==> src/rtl/qspi_host_ctrl_if.sv <==
// Request and data streaming port of the QSPI host controller.
// Signal names are seen from the controller side.
interface qspi_host_ctrl_if #(
    parameter int LEN_W = 8
);
    logic             req_valid_i;
    logic             req_ready_o;
    logic [7:0]       req_cmd_i;
    logic [31:0]      req_addr_i;
    logic [4:0]       req_dummy_i;
    logic             req_write_i;
    logic [LEN_W-1:0] req_len_i;
    logic [31:0]      wdata_i;
    logic             wdata_valid_i;
    logic             wdata_ready_o;
    logic [31:0]      rdata_o;
    logic             rdata_valid_o;
    logic             busy_o;

    modport slave (
        input  req_valid_i, req_cmd_i, req_addr_i,
        input  req_dummy_i, req_write_i, req_len_i,
        input  wdata_i, wdata_valid_i,
        output req_ready_o, wdata_ready_o,
        output rdata_o, rdata_valid_o, busy_o
    );

    modport master (
        output req_valid_i, req_cmd_i, req_addr_i,
        output req_dummy_i, req_write_i, req_len_i,
        output wdata_i, wdata_valid_i,
        input  req_ready_o, wdata_ready_o,
        input  rdata_o, rdata_valid_o, busy_o
    );
endinterface

==> src/rtl/qspi_host_ctrl.sv <==
// QSPI mode-0 initiator: cmd, addr, dummy and data phases.
// Define QSPI_HOST_QUAD_CMD_EN for a 2-SCK quad command phase.
module qspi_host_ctrl #(
    parameter int CLK_DIV = 2,
    parameter int LEN_W   = 8,
    parameter int CS_IDLE = 4
) (
    input  logic             clk_i,
    input  logic             reset_n_i,
    qspi_host_ctrl_if.slave  bus,
    output logic             spi_sce_o,
    output logic             spi_sck_o,
    output logic [3:0]       spi_io_o,
    input  logic [3:0]       spi_io_i,
    output logic             spi_io_oe_o
);
    localparam int DW = (CLK_DIV > 1) ? $clog2(CLK_DIV) : 1;
    localparam int IW = (CS_IDLE > 0) ? $clog2(CS_IDLE + 1) : 1;
    localparam logic [DW-1:0] DIV_LD = DW'(CLK_DIV - 1);
    localparam logic [IW-1:0] IDLE_LD = IW'(CS_IDLE);

    typedef enum logic [2:0] {
        S_IDLE, S_SETUP, S_CMD, S_ADDR,
        S_DUMMY, S_DATA, S_WAIT, S_HOLD
    } state_t;

    state_t           state_q, nxt;
    logic [DW-1:0]    div_q;
    logic [IW-1:0]    idle_q;
    logic             sce_q, sck_q, oe_q;
    logic [3:0]       io_q;
    logic [31:0]      sh_q;
    logic [31:0]      addr_q;
    logic [27:0]      rd_q;
    logic [4:0]       cnt_q;
    logic [4:0]       dummy_q;
    logic             wr_q;
    logic [LEN_W-1:0] len_q;
    logic [LEN_W-1:0] words_q;
    logic [31:0]      rdata_q;
    logic             rvalid_q, wready_q;
    logic             tick, ready, accept;

    assign tick   = (div_q == '0);
    assign ready  = (state_q == S_IDLE) && (idle_q == '0);
    assign accept = ready && bus.req_valid_i;

    assign bus.req_ready_o   = ready;
    assign bus.busy_o        = (state_q != S_IDLE);
    assign bus.rdata_o       = rdata_q;
    assign bus.rdata_valid_o = rvalid_q;
    assign bus.wdata_ready_o = wready_q;
    assign spi_sce_o   = sce_q;
    assign spi_sck_o   = sck_q;
    assign spi_io_o    = io_q;
    assign spi_io_oe_o = oe_q;

    // Phase that follows the current one once its last SCK falls.
    always_comb begin
        nxt = S_HOLD;
        unique case (1'b1)
            state_q == S_CMD:
                nxt = S_ADDR;
            state_q == S_ADDR:
                nxt = (dummy_q != '0) ? S_DUMMY :
                      (len_q != '0) ? S_DATA : S_HOLD;
            state_q == S_DUMMY:
                nxt = (len_q != '0) ? S_DATA : S_HOLD;
            state_q == S_DATA:
                nxt = (words_q != 1) ? S_DATA : S_HOLD;
            default:
                nxt = S_HOLD;
        endcase
    end

    always_ff @(posedge clk_i) begin
        if (!reset_n_i) begin
            state_q  <= S_IDLE;
            div_q    <= '0;
            idle_q   <= IDLE_LD;
            sce_q    <= 1'b1;
            sck_q    <= 1'b0;
            oe_q     <= 1'b0;
            io_q     <= '0;
            sh_q     <= '0;
            addr_q   <= '0;
            rd_q     <= '0;
            cnt_q    <= '0;
            dummy_q  <= '0;
            wr_q     <= 1'b0;
            len_q    <= '0;
            words_q  <= '0;
            rdata_q  <= '0;
            rvalid_q <= 1'b0;
            wready_q <= 1'b0;
        end else begin
            rvalid_q <= 1'b0;
            wready_q <= 1'b0;
            if (state_q != S_IDLE && state_q != S_WAIT)
                div_q <= tick ? DIV_LD : div_q - 1'b1;
            unique case (state_q)
                S_IDLE: begin
                    if (idle_q != '0)
                        idle_q <= idle_q - 1'b1;
                    if (accept) begin
                        addr_q  <= bus.req_addr_i;
                        dummy_q <= bus.req_dummy_i;
                        wr_q    <= bus.req_write_i;
                        len_q   <= bus.req_len_i;
                        words_q <= bus.req_len_i;
                        sce_q   <= 1'b0;
                        oe_q    <= 1'b1;
                        div_q   <= DIV_LD;
                        state_q <= S_SETUP;
`ifdef QSPI_HOST_QUAD_CMD_EN
                        io_q  <= bus.req_cmd_i[7:4];
                        sh_q  <= {bus.req_cmd_i[3:0], 28'h0};
                        cnt_q <= 5'd1;
`else
                        io_q  <= {3'b000, bus.req_cmd_i[7]};
                        sh_q  <= {bus.req_cmd_i[6:0], 25'h0};
                        cnt_q <= 5'd7;
`endif
                    end
                end
                S_SETUP: begin
                    if (tick) begin
                        sck_q   <= 1'b1;
                        state_q <= S_CMD;
                    end
                end
                S_CMD, S_ADDR, S_DUMMY, S_DATA: begin
                    if (tick && !sck_q) begin
                        sck_q <= 1'b1;
                        if (state_q == S_DATA && !wr_q) begin
                            rd_q <= {rd_q[23:0], spi_io_i};
                            if (cnt_q == '0) begin
                                rdata_q  <= {rd_q, spi_io_i};
                                rvalid_q <= 1'b1;
                            end
                        end
                    end else if (tick) begin
                        sck_q <= 1'b0;
                        if (cnt_q != '0) begin
                            cnt_q <= cnt_q - 1'b1;
                            if (state_q == S_CMD) begin
`ifdef QSPI_HOST_QUAD_CMD_EN
                                io_q <= sh_q[31:28];
                                sh_q <= {sh_q[27:0], 4'h0};
`else
                                io_q <= {3'b000, sh_q[31]};
                                sh_q <= {sh_q[30:0], 1'b0};
`endif
                            end else if (state_q == S_ADDR ||
                                         (state_q == S_DATA && wr_q)) begin
                                io_q <= sh_q[31:28];
                                sh_q <= {sh_q[27:0], 4'h0};
                            end
                        end else begin
                            if (state_q == S_DATA)
                                words_q <= words_q - 1'b1;
                            unique case (nxt)
                                S_ADDR: begin
                                    io_q    <= addr_q[31:28];
                                    sh_q    <= {addr_q[27:0], 4'h0};
                                    cnt_q   <= 5'd7;
                                    state_q <= S_ADDR;
                                end
                                S_DUMMY: begin
                                    oe_q    <= 1'b0;
                                    io_q    <= '0;
                                    cnt_q   <= dummy_q - 1'b1;
                                    state_q <= S_DUMMY;
                                end
                                S_DATA: begin
                                    cnt_q <= 5'd7;
                                    if (!wr_q) begin
                                        oe_q    <= 1'b0;
                                        io_q    <= '0;
                                        state_q <= S_DATA;
                                    end else if (bus.wdata_valid_i) begin
                                        oe_q     <= 1'b1;
                                        io_q     <= bus.wdata_i[31:28];
                                        sh_q     <= {bus.wdata_i[27:0], 4'h0};
                                        wready_q <= 1'b1;
                                        state_q  <= S_DATA;
                                    end else begin
                                        state_q <= S_WAIT;
                                    end
                                end
                                default: state_q <= S_HOLD;
                            endcase
                        end
                    end
                end
                // SCK parked low until the next write word shows up.
                S_WAIT: begin
                    if (bus.wdata_valid_i) begin
                        oe_q     <= 1'b1;
                        io_q     <= bus.wdata_i[31:28];
                        sh_q     <= {bus.wdata_i[27:0], 4'h0};
                        wready_q <= 1'b1;
                        cnt_q    <= 5'd7;
                        div_q    <= DIV_LD;
                        state_q  <= S_DATA;
                    end
                end
                S_HOLD: begin
                    if (tick) begin
                        sce_q   <= 1'b1;
                        oe_q    <= 1'b0;
                        io_q    <= '0;
                        idle_q  <= IDLE_LD;
                        state_q <= S_IDLE;
                    end
                end
                default: state_q <= S_IDLE;
            endcase
        end
    end
endmodule

==> src/flat_wrapper.sv <==
// flat-port wrapper written by rule: the top's interface ports become plain ports
module qspi_host_ctrl_flat 
#(
    parameter int CLK_DIV = 2,
    parameter int LEN_W   = 8,
    parameter int CS_IDLE = 4
)
  (clk_i, reset_n_i, spi_sce_o, spi_sck_o, spi_io_o, spi_io_i, spi_io_oe_o, bus_req_valid_i, bus_req_cmd_i, bus_req_addr_i, bus_req_dummy_i, bus_req_write_i, bus_req_len_i, bus_wdata_i, bus_wdata_valid_i, bus_req_ready_o, bus_wdata_ready_o, bus_rdata_o, bus_rdata_valid_o, bus_busy_o);
  qspi_host_ctrl_if #(.LEN_W(LEN_W)) bus_i ();
  input  logic clk_i;
  input  logic reset_n_i;
  output logic spi_sce_o;
  output logic spi_sck_o;
  output logic [3:0] spi_io_o;
  input  logic [3:0] spi_io_i;
  output logic spi_io_oe_o;
  input wire logic [$bits(bus_i.req_valid_i)-1:0] bus_req_valid_i;
  input wire logic [$bits(bus_i.req_cmd_i)-1:0] bus_req_cmd_i;
  input wire logic [$bits(bus_i.req_addr_i)-1:0] bus_req_addr_i;
  input wire logic [$bits(bus_i.req_dummy_i)-1:0] bus_req_dummy_i;
  input wire logic [$bits(bus_i.req_write_i)-1:0] bus_req_write_i;
  input wire logic [$bits(bus_i.req_len_i)-1:0] bus_req_len_i;
  input wire logic [$bits(bus_i.wdata_i)-1:0] bus_wdata_i;
  input wire logic [$bits(bus_i.wdata_valid_i)-1:0] bus_wdata_valid_i;
  output wire logic [$bits(bus_i.req_ready_o)-1:0] bus_req_ready_o;
  output wire logic [$bits(bus_i.wdata_ready_o)-1:0] bus_wdata_ready_o;
  output wire logic [$bits(bus_i.rdata_o)-1:0] bus_rdata_o;
  output wire logic [$bits(bus_i.rdata_valid_o)-1:0] bus_rdata_valid_o;
  output wire logic [$bits(bus_i.busy_o)-1:0] bus_busy_o;
  assign bus_i.req_valid_i = bus_req_valid_i;
  assign bus_i.req_cmd_i = bus_req_cmd_i;
  assign bus_i.req_addr_i = bus_req_addr_i;
  assign bus_i.req_dummy_i = bus_req_dummy_i;
  assign bus_i.req_write_i = bus_req_write_i;
  assign bus_i.req_len_i = bus_req_len_i;
  assign bus_i.wdata_i = bus_wdata_i;
  assign bus_i.wdata_valid_i = bus_wdata_valid_i;
  assign bus_req_ready_o = bus_i.req_ready_o;
  assign bus_wdata_ready_o = bus_i.wdata_ready_o;
  assign bus_rdata_o = bus_i.rdata_o;
  assign bus_rdata_valid_o = bus_i.rdata_valid_o;
  assign bus_busy_o = bus_i.busy_o;
  qspi_host_ctrl #(.CLK_DIV(CLK_DIV), .LEN_W(LEN_W), .CS_IDLE(CS_IDLE)) u_core (.clk_i(clk_i), .reset_n_i(reset_n_i), .bus(bus_i), .spi_sce_o(spi_sce_o), .spi_sck_o(spi_sck_o), .spi_io_o(spi_io_o), .spi_io_i(spi_io_i), .spi_io_oe_o(spi_io_oe_o));
endmodule
==> config.mk <==
export PLATFORM = sky130hd
export DESIGN_NAME = qspi_host_ctrl_flat
export DESIGN_NICKNAME = d
export VERILOG_FILES = /design/src/rtl/qspi_host_ctrl_if.sv /design/src/rtl/qspi_host_ctrl.sv /design/src/flat_wrapper.sv
export SDC_FILE = /design/constraint.sdc
export NUM_CORES = 1
export LEC_CHECK = 0
export CAP_MARGIN = 5
export CORE_UTILIZATION = 35
export CTS_CLUSTER_DIAMETER = 40
export CTS_CLUSTER_SIZE = 28
export DETAILED_ROUTE_END_ITERATION = 8
export GPL_TIMING_DRIVEN = 0
export HOLD_SLACK_MARGIN = 0.06
export SYNTH_ARGS = -nofsm -noshare
export SYNTH_HDL_FRONTEND = slang
export SYNTH_SLANG_ARGS = --single-unit
==> constraint.sdc <==
create_clock -name clk_i -period 2.7 [get_ports clk_i]
set_clock_uncertainty 0.05 [all_clocks]
set_input_delay 0.405 -clock clk_i [delete_from_list [all_inputs] [get_ports clk_i]]
set_output_delay 0.405 -clock clk_i [all_outputs]
set_load 0.005 [all_outputs]
==> flow_summary.json <==
{
  "via_count": 8699,
  "cp.arrival_ns": 2.92,
  "hp-class": "flip-flop to flip-flop",
  "grt_start_max_net_pins": 22,
  "yosys_most_used_dff": "dfxtp_1",
  "ir_worst_vdd_uv": 453,
  "hold_buffers": 0,
  "path_cells": "inv_1 > ha_1 > or4b_4 > a21oi_4 > o221a_4 > mux2i_2 > buf_4 > a21oi_2 > buf_4 > a22o_1",
  "clk_latency_ns": 0.45,
  "p_leak_nw": 3.60,
  "yosys.cell_types.count": 69,
  "worst_slew_pin_slew_ns": 0.796,
  "grt-ovfl-total": 0,
  "maxCapViolCount": 0,
  "yosysTopAreaCellShare_pct": 39.6,
  "fin_crit_sh_pct": 97.4,
  "first_pass_iters": 5,
  "avgSynthCellArea_um2": 7.61,
  "dieArea_mm2": 0.0247,
  "place_inst": 1561,
  "cts_sinks": 167,
  "synth_cells": 1108,
  "num_rows": 56,
  "h-tree-depth": 4,
  "fin_cells": 1596,
  "ys_ff_latch": 167,
  "cp.required_ns": 2.99,
  "core_mm2": 0.0235,
  "synth_top_area_cell": "dfxtp_1",
  "setup_violations": 0,
  "grt_use_total_pct": 23.5,
  "antenna_left": 0,
  "grt_pass1_vias": 8028,
  "yosysSeqAreaShare_pct": 39.6,
  "fmax_mhz": 380,
  "num_antenna_cells": 0,
  "hpwl_um": 20900,
  "cts_tree": "yes",
  "synth_top_cells_by_area": "dfxtp_1, nand2_1, a21oi_1",
  "die_width_um": 157,
  "finalSetupTns_ns": 0,
  "cts_buffers": 17,
  "worstSetupEndpointType": "flip-flop",
  "status": "finished, final reports clean",
  "worstSetupStartpointType": "flip-flop",
  "path_common_cell": "buf_4",
  "fin_nets": 1365,
  "async_flop_share_pct": 0,
  "syn_area_mm2": 0.00843,
  "syn_to_final_growth_pct": 29.7,
  "yosys_warnings": 0,
  "hold_ws_ns": 0.401,
  "worstSetupPathType": "flip-flop to flip-flop",
  "drt-initial-drc-count": 728,
  "die-height_um": 157,
  "clk_path_buf_depth": 2,
  "antenna_found_initial": 0,
  "start_util_pct": 35.8,
  "slew_headroom_pct": 46.6,
  "clk_pin_slew_ns": 0.08,
  "place.gp.congestion": 0.893,
  "vias_per_cell": 5.45,
  "slowest_delay_ns": 0.52,
  "synth_edf_count": 0,
  "cts_root_buffer": "clkbuf_16",
  "r2r_cells": 10,
  "crit_slowest_cell": "or4b_4",
  "grt_pass1_wl_um": 44900,
  "avgRoutedWirePerCell_um": 18.1,
  "hold_viol_final": 0,
  "layout_min_cycle_time_ns": 2.63,
  "slew_viol_final": 0,
  "drive_above_1_share_pct": 9.71,
  "drc_errors": 0,
  "path_max_fanout": 10,
  "finalWirelength_um": 28900,
  "synthesis.nets": 1209,
  "io-pin-count": 137,
  "hold_depth": 2,
  "io_buffers": 134,
  "power_density_mw_per_mm2": 758
}
through the flow:
step	util (%)	instance area (um2)	total power, mW	worst slack, ns
floorplan	-	8430	4.67	0.332
global placement	43.2	10200	5.52	-0.277
detailed placement	43.2	10200	5.54	-0.242
CTS	46.0	10800	8.16	0.00675
global route	46.4	10900	8.72	-0.0474
finish	46.4	10900	8.29	0.0696
routing by layer:
| metal | part of all wire [%] | GRT usage [%] |
|---|---|---|
| met4 | 1.8 | 6.66 |
| met5 | 0 | 0 |
| met2 | 44 | 35.6 |
| met1 | 46 | 33.3 |
| met3 | 8.3 | 5.01 |
worst max-delay path, delay by kind of cell, from the launching register on:
family | cells | cell delay [ns]
AO/OA/AOI/OAI | 4 | 0.73
adder cells (fa/ha/maj) | 1 | 0.16
buffers and inverters | 3 | 0.45
flip-flops | 1 | 0.34
multiplexers | 1 | 0.25
AND/OR/NAND/NOR | 1 | 0.52
final timing paths:
path / start / endpoint / slack, ns
setup reg to reg: u_core.dummy_q[0]$_SDFFE_PN0P_ / u_core.sh_q[23]$_SDFFE_PN0P_ / 0.07
hold reg to reg: u_core.rd_q[26]$_SDFFE_PN0P_ / u_core.bus.rdata_o[30]$_SDFFE_PN0P_ / 0.40
hold / removal: u_core.rd_q[26]$_SDFFE_PN0P_ / u_core.bus.rdata_o[30]$_SDFFE_PN0P_ / 0.40
setup / recovery: u_core.dummy_q[0]$_SDFFE_PN0P_ / u_core.sh_q[23]$_SDFFE_PN0P_ / 0.07
area by class of cell:
| cell class | count | area (um2) |
|---|---|---|
| plain buffers | 90 | 419 |
| clock buffers | 17 | 425 |
| clock inverters | 15 | 206 |
| fillers | 2412 | 12600 |
| inverters | 14 | 52.6 |
| multi-input cells | 835 | 4710 |
| flip-flops and latches | 167 | 3340 |
| well taps | 319 | 399 |
| repair buffers | 139 | 1380 |
state kept, by name, indices dropped and copies added, names as in the netlist, 3 cells and up:
name,count
u_core.len_q,8
u_core.sh_q,32
u_core.state_q,3
u_core.cnt_q,5
u_core.dummy_q,5
u_core.words_q,8
u_core.idle_q,3
u_core.bus.rdata_o,32
u_core.rd_q,28
u_core.addr_q,32
u_core.spi_io_o,4
kinds of logic after synthesis:
kind of cell | synth area share [%]
buffers and inverters | 5.27
xor gates and xnor gates | 0.920
muxes | 4.94
and+or+nand+nor | 22.7
adders and majority gates | 1.04
DFF | 39.6
AOI/OAI and AO/OA | 25.5
power breakdown:
group,internal [mW],switching (mW)
Combinational,1.10,1.71
Clock,1.30,1.30
Sequential,2.67,0.215
Total,5.06,3.23
synth_stat cells, types with 2 or more instances:
cell and instances:
or4_1 3, nor4_1 12, nand4_1 3, o2111a_1 2
a21oi_1 208, buf_2 16, a211oi_1 11, nand3b_1 2
o221a_2 3, a22o_1 27, and3b_1 2, a21oi_2 2
nor4b_1 2, mux2i_1 18, nor4_4 3, and2_1 5
or3_1 2, nor2b_1 4, a31oi_1 8, nor3_1 36
nor3b_1 4, o2bb2ai_1 3, nand2b_1 5, buf_1 3
o21a_1 3, nor2_1 45, a22oi_1 4, buf_4 5
a221oi_1 2, o22ai_1 15, inv_1 14, o31ai_1 21
ha_1 7, clkbuf_1 67, dfxtp_1 167, xor2_1 4
o22a_1 3, nand3_1 5, xnor2_1 3, nand2_1 290
a311oi_1 9, mux2_2 21, o21ai_0 13
what timing repair did:
| item | CTS | global route |
|---|---|---|
| gates resized for setup | 9 | 42 |
| cloned | 0 | 0 |
| pin swaps | 0 | 3 |
| endpoints found under the setup margin | 61 | 85 |
| buffers inserted | 0 | 5 |
placed cells by master (no fill, tap or decap), drive strengths merged, types with 3 or more instances in the layout:
master,count
nor3,36
nand2,290
a211oi,11
buf,28
inv,24
a22oi,4
nand4,3
and2,5
o22ai,15
clkbuf,84
o2bb2ai,3
a21oi,211
xnor2,4
o22a,3
nor3b,4
a311oi,9
o21a,3
a31oi,8
o21ai,13
nor4,15
mux2,21
nand3,5
o31ai,21
clkinv,5
nor2b,4
ha,7
a22o,27
o221a,4
nor2,45
dfxtp,167
xor2,4
clkdlybuf4s50,134
or4,4
mux2i,18
nand2b,5
Note: power is estimated with default switching activity, not from simulation.
